`src/rtl/lsu_mem_stage_pkg.sv`:
```
// Shared opcode / funct3 constants and the access legality check for the LSU.
package lsu_mem_stage_pkg;

    localparam logic [6:0] OPC_LOAD  = 7'b0000011;
    localparam logic [6:0] OPC_STORE = 7'b0100011;

    localparam logic [2:0] FNC_LB  = 3'b000;
    localparam logic [2:0] FNC_LH  = 3'b001;
    localparam logic [2:0] FNC_LW  = 3'b010;
    localparam logic [2:0] FNC_LBU = 3'b100;
    localparam logic [2:0] FNC_LHU = 3'b101;
    localparam logic [2:0] FNC_SB  = 3'b000;
    localparam logic [2:0] FNC_SH  = 3'b001;
    localparam logic [2:0] FNC_SW  = 3'b010;

    // Returns 1 when the access must not reach memory: an undefined funct3
    // for the access kind, or a halfword/word address that is not aligned.
    function automatic logic access_fault(input logic       is_store,
                                          input logic [2:0] funct3,
                                          input logic [1:0] offset);
        logic legal;
        logic fault;
        if (is_store) begin
            legal = (funct3 == FNC_SB) || (funct3 == FNC_SH) || (funct3 == FNC_SW);
        end else begin
            legal = (funct3 == FNC_LB) || (funct3 == FNC_LH) || (funct3 == FNC_LW) ||
                    (funct3 == FNC_LBU) || (funct3 == FNC_LHU);
        end
        case (funct3[1:0])
            2'b01:   fault = offset[0];
            2'b10:   fault = (offset != 2'b00);
            default: fault = 1'b0;
        endcase
        return !legal || fault;
    endfunction

endpackage

```
`src/rtl/lsu_mem_stage_align.sv`:
```
// Byte-lane steering: store mask/data replication and load extraction/extension.
module lsu_align
    import lsu_mem_stage_pkg::*;
(
    input  logic [2:0]  funct3_i,
    input  logic [1:0]  offset_i,
    input  logic        we_i,
    input  logic [31:0] store_data_i,
    input  logic [31:0] load_word_i,
    output logic [3:0]  wmask_o,
    output logic [31:0] wdata_o,
    output logic [31:0] load_data_o
);

    logic [31:0] shifted;

    // Store side: replicate the datum across lanes and enable only the target bytes.
    always_comb begin
        wmask_o = 4'b0000;
        wdata_o = store_data_i;
        if (we_i) begin
            case (funct3_i)
                FNC_SB: begin
                    wmask_o = 4'b0001 << offset_i;
                    wdata_o = {4{store_data_i[7:0]}};
                end
                FNC_SH: begin
                    wmask_o = 4'b0011 << offset_i;
                    wdata_o = {2{store_data_i[15:0]}};
                end
                default: begin
                    wmask_o = 4'b1111;
                    wdata_o = store_data_i;
                end
            endcase
        end
    end

    // Load side: bring the addressed byte/halfword to bit 0, then extend.
    always_comb begin
        shifted     = load_word_i >> {offset_i, 3'b000};
        load_data_o = load_word_i;
        case (funct3_i)
            FNC_LB:  load_data_o = {{24{shifted[7]}}, shifted[7:0]};
            FNC_LH:  load_data_o = {{16{shifted[15]}}, shifted[15:0]};
            FNC_LBU: load_data_o = {24'd0, shifted[7:0]};
            FNC_LHU: load_data_o = {16'd0, shifted[15:0]};
            default: load_data_o = load_word_i;
        endcase
    end

endmodule

```
`src/rtl/lsu_mem_stage.sv`:
```
// Load/store unit: accepts EX-stage memory ops, runs a valid/ready memory
// transaction with a response timeout, and stalls the pipeline until done.
module lsu_mem_stage
    import lsu_mem_stage_pkg::*;
#(
    parameter int TIMEOUT_CYCLES = 64,
    parameter int TO_W           = 7
) (
    input  logic        Clock,
    input  logic        Reset_n,
    input  logic        ex_valid,
    input  logic [6:0]  ex_opcode,
    input  logic [2:0]  ex_funct3,
    input  logic [31:0] ex_addr,
    input  logic [31:0] ex_wdata,
    output logic        stall,
    output logic        mem_req_valid,
    input  logic        mem_req_ready,
    output logic        mem_we,
    output logic [31:0] mem_addr,
    output logic [3:0]  mem_wmask,
    output logic [31:0] mem_wdata,
    input  logic        mem_resp_valid,
    input  logic [31:0] mem_resp_data,
    output logic        result_valid,
    output logic [31:0] result_data,
    output logic        misalign_fault,
    output logic        bus_err
);

    typedef enum logic [1:0] {ST_IDLE, ST_REQ, ST_WAIT, ST_DONE} state_t;

    localparam logic [TO_W-1:0] CNT_LAST = TO_W'(TIMEOUT_CYCLES - 1);

    state_t            state_q,  state_d;
    logic [31:0]       addr_q,   addr_d;
    logic [31:0]       wdata_q,  wdata_d;
    logic [2:0]        funct3_q, funct3_d;
    logic              we_q,     we_d;
    logic [TO_W-1:0]   cnt_q,    cnt_d;
    logic [31:0]       result_q, result_d;
    logic              fault_q,  fault_d;
    logic              buserr_q, buserr_d;

    logic              mem_op;
    logic              is_store;
    logic [31:0]       load_data;

    assign is_store = (ex_opcode == OPC_STORE);
    assign mem_op   = ex_valid && ((ex_opcode == OPC_LOAD) || is_store);

    lsu_align u_align (
        .funct3_i     (funct3_q),
        .offset_i     (addr_q[1:0]),
        .we_i         (we_q),
        .store_data_i (wdata_q),
        .load_word_i  (mem_resp_data),
        .wmask_o      (mem_wmask),
        .wdata_o      (mem_wdata),
        .load_data_o  (load_data)
    );

    assign mem_addr       = {addr_q[31:2], 2'b00};
    assign mem_we         = we_q;
    // Completion fields are only meaningful during the DONE pulse.
    assign result_data    = (state_q == ST_DONE) ? result_q : 32'd0;
    assign misalign_fault = (state_q == ST_DONE) && fault_q;
    assign bus_err        = (state_q == ST_DONE) && buserr_q;

    // Next-state, handshake and stall logic.
    always_comb begin
        state_d       = state_q;
        addr_d        = addr_q;
        wdata_d       = wdata_q;
        funct3_d      = funct3_q;
        we_d          = we_q;
        cnt_d         = cnt_q;
        result_d      = result_q;
        fault_d       = fault_q;
        buserr_d      = buserr_q;
        stall         = 1'b0;
        mem_req_valid = 1'b0;
        result_valid  = 1'b0;
        case (state_q)
            ST_IDLE: begin
                stall = mem_op;
                if (mem_op) begin
                    result_d = 32'd0;
                    buserr_d = 1'b0;
                    if (access_fault(is_store, ex_funct3, ex_addr[1:0])) begin
                        // Faulting accesses never reach the bus.
                        fault_d = 1'b1;
                        state_d = ST_DONE;
                    end else begin
                        fault_d  = 1'b0;
                        addr_d   = ex_addr;
                        wdata_d  = ex_wdata;
                        funct3_d = ex_funct3;
                        we_d     = is_store;
                        state_d  = ST_REQ;
                    end
                end
            end
            ST_REQ: begin
                stall         = 1'b1;
                mem_req_valid = 1'b1;
                if (mem_req_ready) begin
                    cnt_d   = '0;
                    state_d = ST_WAIT;
                end
            end
            ST_WAIT: begin
                stall = 1'b1;
                cnt_d = cnt_q + 1'b1;
                // A response in the final timeout cycle still counts as success.
                if (mem_resp_valid) begin
                    result_d = we_q ? 32'd0 : load_data;
                    state_d  = ST_DONE;
                end else if (cnt_q == CNT_LAST) begin
                    buserr_d = 1'b1;
                    state_d  = ST_DONE;
                end
            end
            default: begin
                result_valid = 1'b1;
                state_d      = ST_IDLE;
            end
        endcase
    end

    // State and datapath registers.
    always_ff @(posedge Clock or negedge Reset_n) begin
        if (!Reset_n) begin
            state_q  <= ST_IDLE;
            addr_q   <= 32'd0;
            wdata_q  <= 32'd0;
            funct3_q <= 3'd0;
            we_q     <= 1'b0;
            cnt_q    <= '0;
            result_q <= 32'd0;
            fault_q  <= 1'b0;
            buserr_q <= 1'b0;
        end else begin
            state_q  <= state_d;
            addr_q   <= addr_d;
            wdata_q  <= wdata_d;
            funct3_q <= funct3_d;
            we_q     <= we_d;
            cnt_q    <= cnt_d;
            result_q <= result_d;
            fault_q  <= fault_d;
            buserr_q <= buserr_d;
        end
    end

endmodule

```
`config.mk`:
```
export PLATFORM = sky130hd
export DESIGN_NAME = lsu_mem_stage
export DESIGN_NICKNAME = d
export VERILOG_FILES = /design/src/rtl/lsu_mem_stage_pkg.sv /design/src/rtl/lsu_mem_stage_align.sv /design/src/rtl/lsu_mem_stage.sv
export SDC_FILE = /design/constraint.sdc
export NUM_CORES = 1
export LEC_CHECK = 0
export ABC_AREA = 1
export BUFFER_PORTS_ARGS = -buffer_cell sky130_fd_sc_hd__buf_2
export CAP_MARGIN = 20
export CORE_ASPECT_RATIO = 1.2
export CORE_UTILIZATION = 56
export DETAILED_ROUTE_END_ITERATION = 6
export PLACE_DENSITY = 0.87
export SYNTH_ARGS = -nofsm -noshare
export SYNTH_HDL_FRONTEND = slang
export SYNTH_HIERARCHICAL = 1
export SYNTH_SLANG_ARGS = --single-unit
export TNS_END_PERCENT = 10
```
`constraint.sdc`:
```
create_clock -name Clock -period 2.6 [get_ports Clock]
set_clock_uncertainty 0.05 [all_clocks]
set_input_delay 0.26 -clock Clock [delete_from_list [all_inputs] [get_ports Clock]]
set_output_delay 0.26 -clock Clock [all_outputs]
set_load 0.02 [all_outputs]
```
Yosys cells after proc, flatten, opt, wreduce, memory -nomap -nowiden --
Index checks and enable logic that the tools add are counted.
Storage, ports and cells: bits in writable memories 0, ROM bits 0, input port bits 111, output and inout port bits 106, memories kept 0, bits in registers 111, word-level logic and storage cells 91, bits in latches 0
Operators by class: reductions and logical operators 24, add/subtract/negate cells 1, bitwise gates (word level) 1, magnitude comparators 0, equality and inequality tests 21, muxes and demuxes 32, multipliers 0, shifts and indexed selects 3, div/mod/pow operators 0
Operators by type and width (number):
- $mux 32 | 5
- $pmux 32 s2 | 2
- $pmux 32 s4 | 1
- $shr 32x5->16 | 1
- $eq 7x6->1 const B | 2
- $pmux 7 s2 | 1
- $eq 3x3->1 const B | 4
- $mux 1 | 11
- $mux 2 | 5
- $ne 2x2->1 const B | 5
- $reduce_and 3->1 | 3
- $pmux 4 s2 | 1
- $add 7x1->7 const B | 1
- $eq 7x2->1 const B | 1
- $mux 7 | 1
- $eq 2x2->1 const B | 3
- $eq 3x1->1 const B | 2
- $logic_not 3->1 | 2
- $logic_or 1x1->1 | 6
- $pmux 1 s2 | 3
- $pmux 2 s3 | 1
- $reduce_bool 2->1 | 3
- $eq 2x1->1 const B | 2
- $mux 4 | 1
- 12 further kinds | 15

Logic depth before layout (Yosys ltp) --
word-level depth 13, depth in mapped cells 12, gate-level depth less buffers 11

Hierarchy --
Netlist, hierarchy kept.
Modules (own cells, without submodules):
- lsu_mem_stage | sequential area each 2777.7 µm², area an instance 5253.8 µm², instances 1, cells each 658
- lsu_align | sequential area each 0.0 µm², area an instance 1338.8 µm², instances 1, cells each 278

Worst setup path before layout --
No wires, ideal clock.
path type register to output, start point reg state_q[0], end point out stall, required time 2.290 ns, arrival 1.590 ns, stages on the path, launching flop included 9, path buffers 2, path slack 0.700 ns, path through dfrtp_1 -> inv_1 -> ha_1 -> inv_2 -> nor2_4 -> inv_2 -> buf_2 -> buf_2 -> a21oi_1
On the way: cells in the longest elaborated chain, start to end 3, elaborated cells on any way between the ends 5, those cells by class 2 x eq/ne; 1 x mux; 2 x reduce/logical
Ends and longest elaborated chain:
- from (decl) | line lsu_mem_stage.sv:35 | state_t state_q, state_d;
- from (signal assigned) | line lsu_mem_stage.sv:144 | state_q <= state_d;
- $eq 2x2->1 or $eq 2x1->1 (tied branches) | line lsu_mem_stage.sv:84 | case (state_q)
- $reduce_or 2->1 (no source line)
- $pmux 1 s2 * | line lsu_mem_stage.sv:84
- to (decl) | line lsu_mem_stage.sv:16 | output logic stall,
Every way passes the cells marked *; elsewhere a longest branch is shown, timed or not.

Worst setup path in the final report --
start point reg funct3_q[1], end point out mem_wdata[25]
On the way: cells in the longest elaborated chain, start to end 3, elaborated cells on any way between the ends 4, those cells by class 1 x eq/ne; 2 x mux; 1 x reduce/logical
Ends and longest elaborated chain:
- from (decl) | line lsu_mem_stage.sv:38 | logic [2:0] funct3_q, funct3_d;
- from (signal assigned) | line lsu_mem_stage.sv:147 | funct3_q <= funct3_d;
- $eq 3x1->1 or $logic_not 3->1 (tied branches) | line lsu_mem_stage_align.sv:22 | case (funct3_i)
- $pmux 32 s2 * | line lsu_mem_stage_align.sv:22
- $mux 32 * | line lsu_mem_stage_align.sv:21 | if (we_i) begin
- to (decl) | line lsu_mem_stage.sv:22 | output logic [31:0] mem_wdata,
Marks and branches as above.

==> out/summary.txt <==
Maximum vdd drop - 0.363 mV
Worst Tran Pin Value - 0.792 ns
H-tree Lvls - 3
DP Wirelength - 12,300 um
Initial antenna violation count - 0
Avg Cell Area, Syn - 7.04 sq um
CP max stage delay - 0.46 ns
Failing checks - DRC
Post-Syn Instances - 936
N_diodes - 0
Maxcap violations - 0
Period minus WS final - 2.36 ns
FP Rows - 43
Critical Path Sink Type - primary output
Initial drt markers - 351
Worst EP required - 2.29 ns
Final Non-Filler Cells - 1,250
Synth-to-layout area growth - 17.8%
Leakage - 4.67 nW
Min Hold Slack - 0.0611 ns
Status - finished with violations
Die height - 121 um
Seq/Total Area, Yosys - 0.421
Fillers - 1,069
Vias in the first global route - 5,938
Initial core utilization - 0.573
Storage cell area - 2780 sq um
Distinct cells, synth - 32
Core area - 11,500 sq um
Final GP Congestion - 0.943
Drt pass-1 iters - 7
# nets final - 1,208
Synth Register Bits - 111
DP Area - 7420 sq um
Largest net degree at the start of global routing - 70
Sum Neg Setup Slack - 0 ns
Hold WC Path Type - input port to flop
Most used cell, CP - nand2_1
Final ANT Viol Nets - 0
CTS Sinks - 111
Largest delay contributor family on the critical path - simple AND/OR/NAND/NOR gates
Cell Pwr Density - 737 nW/um^2
CP Class - flop to primary output
Arr. time, crit path - 2.05 ns
Dpl ws - 0.487 ns
All-layer global routing usage - 0.288
Placed cell count - 1,233
DRC - 6
Die area - 12,200 sq um
Multi-input logic area - 2970 sq um
Slew HR - 0.472
Clock transition at path regs - 0.08 ns
Max FO, Critical Path - 17
CP Launch Type - flop
TritonCTS clock tree - built
IO Port Bufs - 214
Commonest non-fill, non-tap cell in the layout - nand2_1
Final worst path period share - 0.909
CTS Buf Count - 9
Final Max Slew Viols - 0
Wire length of the first global-routing pass - 27,800 um
Vias per cell - 5.19
CP cell instances - inv_4 -> nand2_2 -> nor2_4 -> nand2_1 -> o21ai_0 -> nand2_1 -> nand2_1 -> buf_2
Wire per inst - 13.6 um
Final worst slack - 0.236 ns
Clk buf depth - 2
Clk_lat worst skew - 0.34 ns
Via Count - 6,484
Setup Fix Bufs, Post-CTS - 0
Grt ovf - 0
Crit path buf inv count - 2
RSZ-0062 raised after global routing - no
WL final - 17,000 um
Mapped Area - 6590 sq um
DIE WIDTH - 101 um
Synth Warn # - 6
Final hold viol count - 0
Highest-count cells in the layout ignoring fill and taps - nand2_1 (390), buf_2 (213), dfrtp_1 (111)
Layout Utilization - 0.675
Fmax - 423 MHz
Final std cell area, no fill - 7770 sq um
Share of cells above drive strength 1 - 0.259
# setup viols final - 0
Design Power - 5.72 mW
# IOs - 217
Root Buffer - clkbuf_16
Slowest cell on crit path - dfrtp_1
==> area by class of cell <==
class / instances / area share
inverter: 79 / 0.0388
sequential: 111 / 0.358
clock buffer: 9 / 0.0290
tap: 157 / 0.0253
clock inverter: 7 / 0.0132
multi-input combinational: 659 / 0.382
timing repair buffer: 228 / 0.154
==> cells in the mapped netlist <==
cell / number / area share
nand2_1: 390 / 0.22
dfrtp_1: 111 / 0.42
o21ai_0: 105 / 0.080
inv_1: 71 / 0.040
buf_4: 44 / 0.050
nand3_1: 38 / 0.029
a21oi_1: 28 / 0.021
clkbuf_1: 24 / 0.014
nor2_1: 21 / 0.012
o21ai_1: 18 / 0.014
buf_2: 16 / 0.012
nand2_2: 16 / 0.015
ha_1: 9 / 0.017
nand4_1: 8 / 0.0076
inv_2: 6 / 0.0034
nor2_4: 4 / 0.0068
buf_6: 3 / 0.0051
nand3_2: 3 / 0.0046
nor2_2: 3 / 0.0028
nor3_1: 3 / 0.0023
inv_4: 2 / 0.0019
nand2_4: 2 / 0.0034
o21a_1: 2 / 0.0023
a21oi_2: 1 / 0.0013
a22oi_1: 1 / 0.0011
a31oi_1: 1 / 0.00095
buf_12: 1 / 0.0030
conb_1: 1 / 0.00057
nand3b_1: 1 / 0.0011
nand3b_2: 1 / 0.0017
nor3_2: 1 / 0.0015
nor4_1: 1 / 0.00095
==> registers in the layout (all words and copies together), names as in the netlist <==
name and count:
addr_q 32, buserr_q 1, cnt_q 7, fault_q 1
funct3_q 3, mem_we 1, result_q 32, state_q 2
wdata_q 32
==> worst paths after layout <==
kind | slack (ns) | depth (start not counted) | to | start
setup reg to reg | 0.60 | 7 | result_q[1] | state_q[0]
hold / removal | 0.06 | 3 | addr_q[17] | ex_addr[17]
min in group asynchronous | 0.49 | 2 | result_q[9] | Reset_n
hold reg to reg | 0.43 | 2 | addr_q[24] | addr_q[24]
max in group asynchronous | 1.25 | 3 | wdata_q[24] | Reset_n
setup / recovery | 0.24 | 8 | mem_wdata[25] | funct3_q[1]
==> timing repair <==
action / CTS / global route
endpoints found under the setup margin: 0 / 1
hold endpoints to repair: 57 / 0
hold buffers: 1 / 0
gates resized for setup: 0 / 1
==> power by group <==
group / leakage, nW / total [mW] / internal, mW / switching (mW)
registers: 1.52 / 2.26 / 2.06 / 0.199
logic: 2.99 / 1.96 / 0.602 / 1.36
clock network: 0.162 / 1.50 / 0.859 / 0.645
total: 4.67 / 5.72 / 3.52 / 2.21
==> per-layer routing <==
layer | GRT usage | vias up | wire length [um]
li1 | - | 3197 | -
met1 | 0.364 | 2964 | 6680
met2 | 0.483 | 293 | 8530
met3 | 0.0599 | 30 | 1440
met4 | 0.106 | 0 | 382
met5 | 0 | - | 0
==> tightest hold or removal path, stage by stage <==
cell and delay [ns]:
buf_2 0.07, nand2_1 0.04, nand2_1 0.05
==> kinds of logic after synthesis <==
family	count (synthesis)	synth area share
compound gates	156	0.120
fa+ha+maj	9	0.0171
buf+inv	167	0.130
flops	111	0.421
other cells	1	0.000569
simple gates	492	0.311
Power figures use the tool's default switching activity.
